`config.mk`:
```
export PLATFORM = sky130hd
export DESIGN_NAME = rvb_shifter_issue_flat
export DESIGN_NICKNAME = d
export VERILOG_FILES = /design/src/rtl/rvb_shifter_issue_if.sv /design/src/rtl/rvb_shifter_issue.sv /design/src/flat_wrapper.sv
export SDC_FILE = /design/constraint.sdc
export NUM_CORES = 1
export LEC_CHECK = 0
export BUFFER_PORTS_ARGS = -buffer_cell sky130_fd_sc_hd__buf_2
export CAP_MARGIN = 20
export CORE_MARGIN = 1
export CORE_UTILIZATION = 50
export CTS_CLUSTER_SIZE = 30
export DETAILED_ROUTE_END_ITERATION = 10
export PLACE_DENSITY = 0.87
export SYNTH_ARGS = -nofsm -noshare
export SYNTH_HDL_FRONTEND = slang
export SYNTH_SLANG_ARGS = --single-unit
```
`constraint.sdc`:
```
create_clock -name clock -period 14.8 [get_ports clock]
set_clock_uncertainty 0.2 [all_clocks]
set_input_delay 0.74 -clock clock [delete_from_list [all_inputs] [get_ports clock]]
set_output_delay 0.74 -clock clock [all_outputs]
set_load 0.02 [all_outputs]
```
`src/rtl/rvb_shifter_issue_if.sv`:
```
// Bundle between the issue stage and its neighbours: upstream instruction
// port, downstream port toward rvb_shifter, rejection status and debug state.
interface rvb_shifter_issue_if #(
    parameter int XLEN = 32
);
    // Valid/ready: a beat transfers on a rising edge where valid && ready are both high.
    // A producer holding valid must keep its payload stable until that edge.
    logic            in_valid;
    logic            in_ready;
    logic [31:0]     in_insn;
    logic [XLEN-1:0] in_rs1;
    logic [XLEN-1:0] in_rs2;
    logic [XLEN-1:0] in_rs3;

    logic            dout_valid;
    logic            dout_ready;
    logic [XLEN-1:0] dout_rs1;
    logic [XLEN-1:0] dout_rs2;
    logic [XLEN-1:0] dout_rs3;
    logic            dout_insn3;
    logic            dout_insn12;
    logic            dout_insn14;
    logic            dout_insn26;
    logic            dout_insn27;
    logic            dout_insn29;
    logic            dout_insn30;

    logic            rej_valid;
    logic [15:0]     rej_count;
    logic [1:0]      occ_dbg;

    modport master (
        output in_valid, in_insn, in_rs1, in_rs2, in_rs3, dout_ready,
        input  in_ready, dout_valid, dout_rs1, dout_rs2, dout_rs3,
        input  dout_insn3, dout_insn12, dout_insn14, dout_insn26,
        input  dout_insn27, dout_insn29, dout_insn30,
        input  rej_valid, rej_count, occ_dbg
    );

    modport slave (
        input  in_valid, in_insn, in_rs1, in_rs2, in_rs3, dout_ready,
        output in_ready, dout_valid, dout_rs1, dout_rs2, dout_rs3,
        output dout_insn3, dout_insn12, dout_insn14, dout_insn26,
        output dout_insn27, dout_insn29, dout_insn30,
        output rej_valid, rej_count, occ_dbg
    );
endinterface

```
`src/rtl/rvb_shifter_issue.sv`:
```
// Issue stage for rvb_shifter: classifies shift instructions, muxes the
// immediate shift amount into rs2 and buffers up to two entries.
module rvb_shifter_issue #(
    parameter int XLEN    = 32,
    parameter int TERNARY = 1
) (
    input logic                clock,
    input logic                resetn,
    rvb_shifter_issue_if.slave bus
);
    typedef enum logic [1:0] {
        EMPTY = 2'd0,
        ONE   = 2'd1,
        FULL  = 2'd2
    } occ_e;

    localparam int EW = 3 * XLEN + 7;

    occ_e            occ_q;
    logic            wr_ptr_q;
    logic            rd_ptr_q;
    logic            rej_valid_q;
    logic [15:0]     rej_count_q;
    logic [EW-1:0]   mem_q [2];

    logic [6:0]      opcode;
    logic            is_shift;
    logic            accept;
    logic            push;
    logic            pop;
    logic [XLEN-1:0] rs2_d;
    logic            insn3_d;
    logic [EW-1:0]   entry_d;
    logic [EW-1:0]   head;
    logic            unused_insn_bits;

    assign opcode = bus.in_insn[6:0];

    always_comb begin
        is_shift = 1'b0;
        if (bus.in_insn[13:12] == 2'b01) begin
            if (opcode == 7'b0110011 || opcode == 7'b0010011)
                is_shift = 1'b1;
            if (XLEN == 64 && (opcode == 7'b0111011 || opcode == 7'b0011011))
                is_shift = 1'b1;
        end
        if (TERNARY == 0 && bus.in_insn[26])
            is_shift = 1'b0;
    end

    // Immediate forms carry the shift amount in the instruction, not in rs2.
    always_comb begin
        rs2_d = bus.in_rs2;
        if (opcode == 7'b0010011) begin
            rs2_d = '0;
            if (XLEN == 64) rs2_d[5:0] = bus.in_insn[25:20];
            else            rs2_d[4:0] = bus.in_insn[24:20];
        end else if (opcode == 7'b0011011) begin
            rs2_d      = '0;
            rs2_d[4:0] = bus.in_insn[24:20];
        end
    end

    assign insn3_d = (XLEN == 64) ? bus.in_insn[3] : 1'b0;
    assign entry_d = {bus.in_rs1, rs2_d, bus.in_rs3, insn3_d,
                      bus.in_insn[12], bus.in_insn[14], bus.in_insn[26],
                      bus.in_insn[27], bus.in_insn[29], bus.in_insn[30]};

    assign accept = bus.in_valid && bus.in_ready;
    assign push   = accept && is_shift;
    assign pop    = bus.dout_valid && bus.dout_ready;

    always_ff @(posedge clock or negedge resetn) begin
        if (!resetn) begin
            occ_q       <= EMPTY;
            wr_ptr_q    <= 1'b0;
            rd_ptr_q    <= 1'b0;
            rej_valid_q <= 1'b0;
            rej_count_q <= 16'h0000;
        end else begin
            case (occ_q)
                EMPTY:   if (push) occ_q <= ONE;
                ONE: begin
                    if (push && !pop)      occ_q <= FULL;
                    else if (!push && pop) occ_q <= EMPTY;
                end
                FULL:    if (pop) occ_q <= ONE;
                default: occ_q <= EMPTY;
            endcase
            if (push) wr_ptr_q <= ~wr_ptr_q;
            if (pop)  rd_ptr_q <= ~rd_ptr_q;
            rej_valid_q <= accept && !is_shift;
            if (accept && !is_shift && rej_count_q != 16'hFFFF)
                rej_count_q <= rej_count_q + 16'd1;
        end
    end

    // Payload storage carries no reset; occupancy alone says what is live.
    always_ff @(posedge clock) begin
        if (push) mem_q[wr_ptr_q] <= entry_d;
    end

    assign head = mem_q[rd_ptr_q];

    assign bus.in_ready   = (occ_q != FULL);
    assign bus.dout_valid = (occ_q != EMPTY);
    assign {bus.dout_rs1, bus.dout_rs2, bus.dout_rs3, bus.dout_insn3,
            bus.dout_insn12, bus.dout_insn14, bus.dout_insn26,
            bus.dout_insn27, bus.dout_insn29, bus.dout_insn30} = head;
    assign bus.rej_valid  = rej_valid_q;
    assign bus.rej_count  = rej_count_q;
    assign bus.occ_dbg    = occ_q;

    assign unused_insn_bits = ^{bus.in_insn[31], bus.in_insn[28],
                                bus.in_insn[25], bus.in_insn[19:15],
                                bus.in_insn[11:7]};
endmodule

```
`src/flat_wrapper.sv`:
```
// flat-port wrapper written by rule: the top's interface ports become plain ports
module rvb_shifter_issue_flat 
#(
    parameter int XLEN    = 32,
    parameter int TERNARY = 1
)
  (clock, resetn, bus_in_valid, bus_in_insn, bus_in_rs1, bus_in_rs2, bus_in_rs3, bus_dout_ready, bus_in_ready, bus_dout_valid, bus_dout_rs1, bus_dout_rs2, bus_dout_rs3, bus_dout_insn3, bus_dout_insn12, bus_dout_insn14, bus_dout_insn26, bus_dout_insn27, bus_dout_insn29, bus_dout_insn30, bus_rej_valid, bus_rej_count, bus_occ_dbg);
  rvb_shifter_issue_if #(.XLEN(XLEN)) bus_i ();
  input logic clock;
  input logic resetn;
  input wire logic [$bits(bus_i.in_valid)-1:0] bus_in_valid;
  input wire logic [$bits(bus_i.in_insn)-1:0] bus_in_insn;
  input wire logic [$bits(bus_i.in_rs1)-1:0] bus_in_rs1;
  input wire logic [$bits(bus_i.in_rs2)-1:0] bus_in_rs2;
  input wire logic [$bits(bus_i.in_rs3)-1:0] bus_in_rs3;
  input wire logic [$bits(bus_i.dout_ready)-1:0] bus_dout_ready;
  output wire logic [$bits(bus_i.in_ready)-1:0] bus_in_ready;
  output wire logic [$bits(bus_i.dout_valid)-1:0] bus_dout_valid;
  output wire logic [$bits(bus_i.dout_rs1)-1:0] bus_dout_rs1;
  output wire logic [$bits(bus_i.dout_rs2)-1:0] bus_dout_rs2;
  output wire logic [$bits(bus_i.dout_rs3)-1:0] bus_dout_rs3;
  output wire logic [$bits(bus_i.dout_insn3)-1:0] bus_dout_insn3;
  output wire logic [$bits(bus_i.dout_insn12)-1:0] bus_dout_insn12;
  output wire logic [$bits(bus_i.dout_insn14)-1:0] bus_dout_insn14;
  output wire logic [$bits(bus_i.dout_insn26)-1:0] bus_dout_insn26;
  output wire logic [$bits(bus_i.dout_insn27)-1:0] bus_dout_insn27;
  output wire logic [$bits(bus_i.dout_insn29)-1:0] bus_dout_insn29;
  output wire logic [$bits(bus_i.dout_insn30)-1:0] bus_dout_insn30;
  output wire logic [$bits(bus_i.rej_valid)-1:0] bus_rej_valid;
  output wire logic [$bits(bus_i.rej_count)-1:0] bus_rej_count;
  output wire logic [$bits(bus_i.occ_dbg)-1:0] bus_occ_dbg;
  assign bus_i.in_valid = bus_in_valid;
  assign bus_i.in_insn = bus_in_insn;
  assign bus_i.in_rs1 = bus_in_rs1;
  assign bus_i.in_rs2 = bus_in_rs2;
  assign bus_i.in_rs3 = bus_in_rs3;
  assign bus_i.dout_ready = bus_dout_ready;
  assign bus_in_ready = bus_i.in_ready;
  assign bus_dout_valid = bus_i.dout_valid;
  assign bus_dout_rs1 = bus_i.dout_rs1;
  assign bus_dout_rs2 = bus_i.dout_rs2;
  assign bus_dout_rs3 = bus_i.dout_rs3;
  assign bus_dout_insn3 = bus_i.dout_insn3;
  assign bus_dout_insn12 = bus_i.dout_insn12;
  assign bus_dout_insn14 = bus_i.dout_insn14;
  assign bus_dout_insn26 = bus_i.dout_insn26;
  assign bus_dout_insn27 = bus_i.dout_insn27;
  assign bus_dout_insn29 = bus_i.dout_insn29;
  assign bus_dout_insn30 = bus_i.dout_insn30;
  assign bus_rej_valid = bus_i.rej_valid;
  assign bus_rej_count = bus_i.rej_count;
  assign bus_occ_dbg = bus_i.occ_dbg;
  rvb_shifter_issue #(.XLEN(XLEN), .TERNARY(TERNARY)) u_core (.clock(clock), .resetn(resetn), .bus(bus_i));
endmodule
```
==> reports/qor.tcl, run 1 <==
set qor(number_of_buffers_inserted_during_clock_tree_synthesis) 23
set qor(grt-ovfl-total) 0
set qor(hold_class) {primary input to async pin}
set qor(cts.htree.levels) 1
set qor(post_cts_resize_count) 0
set qor(total_power_mw) 1.739
set qor(ant_nets) 0
set qor(r2r-start) {u_core.bus.occ_dbg[0]}
set qor(final-seq-area_sq_um) 6655
set qor(timing.slew.headroom_pct) 40.49
set qor(clock_path_buffers) 3
set qor(critical_path_required_ns) 13.86
set qor(num_antenna_cells) 0
set qor(maxSlewViolCount) 0
set qor(detailedPlacementHpwl_um) 10910
set qor(share_of_cells_above_drive_strength_1_pct) 55.10
set qor(worst_setup_path_end_kind) {output port}
set qor(timing.critical_path.from_type) {register}
set qor(layout.filler_cells) 1132
set qor(vdd_ir_drop_max_v) 0.00009710
set qor(syn_inst) 455
set qor(placedCellCount) 903
set qor(crit_fanout) 62
set qor(die_w_um) 133.7
set qor(number_of_enable_flip_flop_cells_after_synthesis) 204
set qor(yosys-top-cells-area) {edfxtp_1 71%, mux2_2 14%, dfrtp_1 6.1%}
set qor(clock_latency_ns) 0.48
set qor(start_util_pct) 51.71
set qor(critical_path_class) {register to output port}
set qor(maxcap_violations) 0
set qor(placement_rows) 47
set qor(post-route-util_pct) 65.62
set qor(dieHeight_um) 133.7
set qor(final_nets) 845
set qor(cts.clk_slew.worst_paths_ns) 0.06
set qor(p_leak_nw) 4.220
set qor(first_pass_grt_wire_length_um) 25170
set qor(drt_drc_violations_left) 0
set qor(numPortBuffers) 241
set qor(number_of_non_filler_instances_in_the_completed_layout) 946
set qor(detail_route.wl_per_cell_um) 17.36
set qor(timing.final.hold_violations) 0
set qor(syn-num-nets) 589
set qor(timing.critical_path.arrival_ns) 2.66
set qor(timing.final.setup_violations) 0
set qor(cts_num_sinks) 225
set qor(synth_top_area_share_pct) 70.69
set qor(synth-seq-area-share_pct) 76.75
set qor(via_count_of_the_first_global_routing_pass) 5044
set qor(reg2reg_slack_ns) 11.91
set qor(mappedNetlistArea_sq_um) 8666
set qor(cts_setup_buffers) 0
set qor(detail_route.wirelength_um) 16420
set qor(die_area_sq_um) 17860
set qor(run_status) {finished, final reports clean}
set qor(synth_area_leader_cell) {edfxtp_1}
set qor(grt_start_max_net_pins) 67
set qor(core_region_area_sq_um) 16760
set qor(postSynthRegisterBits) 225
set qor(fmax_ghz) 0.2776
set qor(end_of_the_worst_register_to_register_path) {u_core.mem_q[1][33]}
set qor(max_slew.worst_pin.slew_ns) 0.8926
set qor(first_pass_iters) 4
set qor(areaGrowthSynthToFinish_pct) 26.91
set qor(rsz_0062_raised_after_global_routing) {no}
set qor(multi_input_area_sq_um) 1946
set qor(synth.avg_cell_area_sq_um) 19.05
set qor(top_cells_by_instance_count_after_synthesis) {204 x edfxtp_1, 107 x mux2_2, 27 x and2_1}
set qor(gp_routability_congestion) 0.7785
set qor(ff2ff_path_depth) 5
set qor(timing.setup.tns_ns) 0
set qor(ys.flop_type) {edfxtp_1}
set qor(async_flop_share_pct) 9.333
set qor(globalRouteTotalUtil_pct) 17.89
set qor(cts_tree) {done}
set qor(floorplan.io_pins) 256
set qor(min_period_over_period_pct) 24.34
set qor(antenna_found_initial) 0
set qor(clk_root_buffer_cell) {clkbuf_16}
set qor(power-per-cell-area_nw_per_um2) 158.1
set qor(yosysMostFrequentCell) {edfxtp_1}
set qor(fin_crit_ns) 3.603
set qor(route.detailed.vias_per_inst) 5.158
set qor(initialDrtViolationCount) 247
set qor(yosysWarningCount) 0
set qor(synth_cell_types) 39
set qor(route.vias.total) 4879
set qor(post_cts_hold_buffer_count) 0
## where the power goes
part	switching, mW	internal [mW]
logic	0.214	0.175
registers	0.0352	0.705
clock network	0.218	0.390
total	0.468	1.27
## stage by stage
step / instance area [sq um] / hold slack, ns / setup WS, ns
floorplan: 8666 / 0.2444 / 8.517
detailed placement: 10130 / 0.3125 / 10.84
global placement: 10130 / 0.3027 / 10.96
global route: 11000 / 0.03161 / 11.07
CTS: 10940 / 0.002029 / 11.20
finish: 11000 / 0.007328 / 11.20
## critical path: stages (launching register included)
cell and delay, ns:
dfrtp_4 0.78, buf_4 0.72, mux2_2 0.43, buf_2 0.16
## flip-flops by register name, summed over array words and instances (netlist names)
name	cells
u_core.wr_ptr_q	1
u_core.bus.rej_count	16
u_core.rd_ptr_q	1
u_core.bus.rej_valid	1
u_core.mem_q	204
u_core.bus.occ_dbg	2
## layout make-up
type                            count  share of cell area [%]
Tap cell                          220                   2.503
Timing Repair Buffer              248                   11.74
Inverter                            4                  0.1365
Clock inverter                     10                   1.581
Multi-Input combinational cell    209                   17.69
Sequential cell                   225                   60.51
Clock buffer                       30                   5.836
## logic make-up after synthesis
family / after synthesis / synth area share (%)
DFF: 225 / 76.75
muxes: 110 / 14.28
and+or+nand+nor: 76 / 5.660
buffers and inverters: 21 / 1.040
xor gates and xnor gates: 15 / 1.516
AOI/OAI and AO/OA: 5 / 0.4187
adders and majority gates: 2 / 0.2887
other: 1 / 0.04327
## per-layer routing
layer	wire, um	GRT usage, %
met1	6648	21.47
met2	8406	32.12
met3	1079	4.072
met4	289	5.240
met5	0	0
## worst max-delay path by stage
| stage | from | endpoint | depth (start not counted) |
|---|---|---|---|
| global placement | bus_in_insn[2] | u_core.mem_q[0][44] | 6 |
| floorplan | bus_in_insn[2] | u_core.mem_q[0][0] | 4 |
| finish | u_core.rd_ptr_q | bus_dout_rs3[31] | 3 |
| CTS | u_core.rd_ptr_q | bus_dout_rs3[31] | 3 |
| detailed placement | bus_in_insn[2] | u_core.mem_q[0][51] | 6 |
| global route | u_core.rd_ptr_q | bus_dout_rs3[31] | 3 |
## cells in the final DEF, fill, tap and decap left out, drive strengths merged, types with 4 or more instances in the layout
| master | count |
|---|---|
| buf | 248 |
| edfxtp | 204 |
| mux2 | 109 |
| clkbuf | 30 |
| and2 | 27 |
| dfrtp | 21 |
| xor2 | 13 |
| nand2 | 7 |
| nand3 | 6 |
| nor2 | 6 |
| nand4 | 5 |
| nor3 | 5 |
| bufinv | 5 |
| nor4 | 5 |
| inv | 4 |
| clkinv | 4 |
No activity file was read; power rests on OpenSTA's default activity.
==> run 2: changes to the inputs <==
Settings changed: ABC_AREA set to 1, PLACE_DENSITY 0.87 to 0.86.
Clock period 14.8 ns to 3.61 ns, I/O delays scaled along.
==> run 2 against run 1 <==
Against the previous run: count of clock-buffer cells in the layout decreased by 1; largest power group unchanged; non-clock buffer count increased by 115; setup slack got worse by 10 ns; sequential power increased to 4.0 times the previous value; largest cell class unchanged; first-iteration DRC count increased by 53%; hold slack improved by 0.14 ns.
==> reports/qor.tcl, run 2 <==
set qor(die_area_sq_um) 18470
set qor(maxSlewViolCount) 0
set qor(timing.critical_path.arrival_ns) 2.13
set qor(syn_inst) 799
set qor(clock_latency_ns) 0.50
set qor(synth-seq-area-share_pct) 74.19
set qor(async_flop_share_pct) 9.333
set qor(synth.avg_cell_area_sq_um) 11.22
set qor(ys.flop_type) {edfxtp_1}
set qor(yosysMostFrequentCell) {nand2_1}
set qor(timing.final.setup_violations) 0
set qor(post_cts_resize_count) 0
set qor(fin_crit_ns) 2.515
set qor(gp_routability_congestion) 0.8391
set qor(layout.cells.most_common_list) {412 x nand2_1, 241 x buf_2, 204 x edfxtp_1}
set qor(route.vias.total) 6902
set qor(total_power_mw) 7.585
set qor(layout.cells.most_common) {nand2_1}
set qor(floorplan.io_pins) 256
set qor(detailedPlacementHpwl_um) 12900
set qor(dieHeight_um) 135.9
set qor(rsz_0062_raised_after_global_routing) {no}
set qor(min_period_over_period_pct) 69.67
set qor(cts_setup_buffers) 0
set qor(critical_path_required_ns) 3.23
set qor(route.detailed.vias_per_inst) 4.930
set qor(cts.htree.levels) 1
set qor(synth_area_leader_cell) {edfxtp_1}
set qor(drt_drc_violations_left) 0
set qor(cts_num_sinks) 225
set qor(share_of_cells_above_drive_strength_1_pct) 24.96
set qor(placedCellCount) 1246
set qor(critical_path_class) {register to output port}
set qor(syn-num-nets) 933
set qor(largest_register_ffs) 204
set qor(yosysWarningCount) 0
set qor(ant_nets) 0
set qor(grt-ovfl-total) 0
set qor(detail_route.wl_per_cell_um) 16.36
set qor(top_cells_by_instance_count_after_synthesis) {412 x nand2_1, 204 x edfxtp_1, 51 x nor2_1}
set qor(maxcap_violations) 0
set qor(number_of_enable_flip_flop_cells_after_synthesis) 204
set qor(synth_cell_types) 29
set qor(detail_route.wirelength_um) 22900
set qor(areaGrowthSynthToFinish_pct) 36.78
set qor(mappedNetlistArea_sq_um) 8965
set qor(die_w_um) 135.9
set qor(timing.final.hold_violations) 0
set qor(numPortBuffers) 241
set qor(postSynthRegisterBits) 225
set qor(worst_hold_slack_ns) 0.1517
set qor(timing.critical_path.from_type) {register}
set qor(worst_setup_path_end_kind) {output port}
set qor(place_area_sq_um) 10420
set qor(yosys-top-cells-area) {edfxtp_1 68%, nand2_1 17%, dfrtp_1 5.9%}
set qor(vdd_ir_drop_max_v) 0.0004641
set qor(via_count_of_the_first_global_routing_pass) 6895
set qor(number_of_non_filler_instances_in_the_completed_layout) 1400
set qor(cts.clk_slew.worst_paths_ns) 0.06
set qor(fmax_ghz) 0.3976
set qor(post-route-util_pct) 70.40
set qor(core_region_area_sq_um) 17420
set qor(biggest_register) {u_core.mem_q}
set qor(clock_path_buffers) 3
set qor(first_pass_grt_wire_length_um) 34170
set qor(antenna_found_initial) 1
set qor(number_of_buffers_inserted_during_clock_tree_synthesis) 23
set qor(crit_fanout) 50
set qor(p_leak_nw) 5.499
set qor(power-per-cell-area_nw_per_um2) 618.6
set qor(clk_root_buffer_cell) {clkbuf_16}
set qor(initialDrtViolationCount) 377
set qor(final_design_area_no_fill_sq_um) 12260
set qor(run_status) {finished, final reports clean}
set qor(synth_top_area_share_pct) 68.33
set qor(final_nets) 1293
set qor(globalRouteTotalUtil_pct) 24.25
set qor(start_util_pct) 51.47
set qor(first_pass_iters) 5
set qor(hold_class) {primary input to register}
set qor(cts_tree) {done}
set qor(grt_start_max_net_pins) 71
set qor(placement_rows) 48
set qor(layout.filler_cells) 1130
set qor(timing.slew.headroom_pct) 45.25
set qor(max_slew.worst_pin.slew_ns) 0.8213
[run 2: cell types whose count changed after synthesis, sizes merged, moves of 2 or more]
cell | previous run | this run
and2 | 27 | 0
buf | 10 | 13
clkbuf | 7 | 15
inv | 4 | 45
mux2 | 109 | 0
nand2 | 7 | 414
nand3 | 6 | 9
nand4bb | 2 | 0
nor2 | 6 | 54
nor3 | 5 | 1
nor4 | 5 | 0
nor4b | 2 | 0
xnor2 | 2 | 4
xor2 | 13 | 5
[run 2: cell families (layout without fill, tap and decap cells)]
| logic type | after synthesis | in the layout | synth area share (%) |
|---|---|---|---|
| compound gates | 3 | 3 | 0.1674 |
| xor+xnor | 9 | 9 | 0.8792 |
| fa+ha+maj | 2 | 2 | 0.2791 |
| buf+inv | 74 | 449 | 3.405 |
| flops | 225 | 225 | 74.19 |
| other cells | 1 | 2 | 0.04183 |
| simple gates | 485 | 485 | 21.03 |
[run 2: cell type report]
cell class	instances	area [sq um]	area share (%)
timing repair buffer	363	2422	19.76
multi-input combinational	500	2023	16.50
tap	225	281.5	2.296
clock buffer	29	598.1	4.878
sequential	225	6655	54.28
antenna	1	2.502	0.02041
clock inverter	11	105.1	0.8571
inverter	46	173.9	1.418
[run 2: worst paths after layout]
path                                         start                        to  slack (ns)  cells past startpoint
setup / recovery                   u_core.rd_ptr_q          bus_dout_rs3[22]        1.09                      4
hold / removal                      bus_in_insn[0]  u_core.bus.rej_count[11]        0.15                      6
setup reg to reg             u_core.bus.occ_dbg[0]       u_core.mem_q[1][82]        1.23                      7
hold reg to reg            u_core.bus.rej_count[1]   u_core.bus.rej_count[1]        0.38                      2
max in group asynchronous                   resetn           u_core.rd_ptr_q        2.17                      4
min in group asynchronous                   resetn  u_core.bus.rej_count[13]        0.55                      3
[run 2: where the power goes]
group | switching, mW | internal [mW] | total [mW] | leakage (nW)
combinational | 1.62 | 0.732 | 2.35 | 3.05
sequential | 0.103 | 2.88 | 2.99 | 2.11
clock | 0.933 | 1.31 | 2.25 | 0.339
[run 2: routing by layer]
layer / wire [um] / part of all wire, % / GRT usage [%] / up-vias
met4: 742 / 3.2 / 10.06 / 0
met2: 12090 / 53 / 45.52 / 294
met1: 8390 / 37 / 26.22 / 3243
li1: - / - / - / 3307
met5: 0 / 0 / 0 / -
met3: 1677 / 7.3 / 5.183 / 58
[run 2: metrics by stage]
stage	worst slack [ns]	setup TNS, ns
after floorplan	-0.7401	-150.97
after global placement	1.333	0
after detailed placement	1.257	0
after CTS	1.114	0
after global routing	1.001	0
final	1.095	0
[run 2: what timing repair did]
action                                  4_1_cts  5_1_grt
endpoints found under the setup margin        0        0
endpoints found under the hold margin       229        0
hold buffers                                112        0
[run 2: critical path: stages (launching register included)]
cell,delay [ns]
dfrtp_4,0.65
buf_4,0.53
nand2_1,0.12
nand2_1,0.14
buf_2,0.18
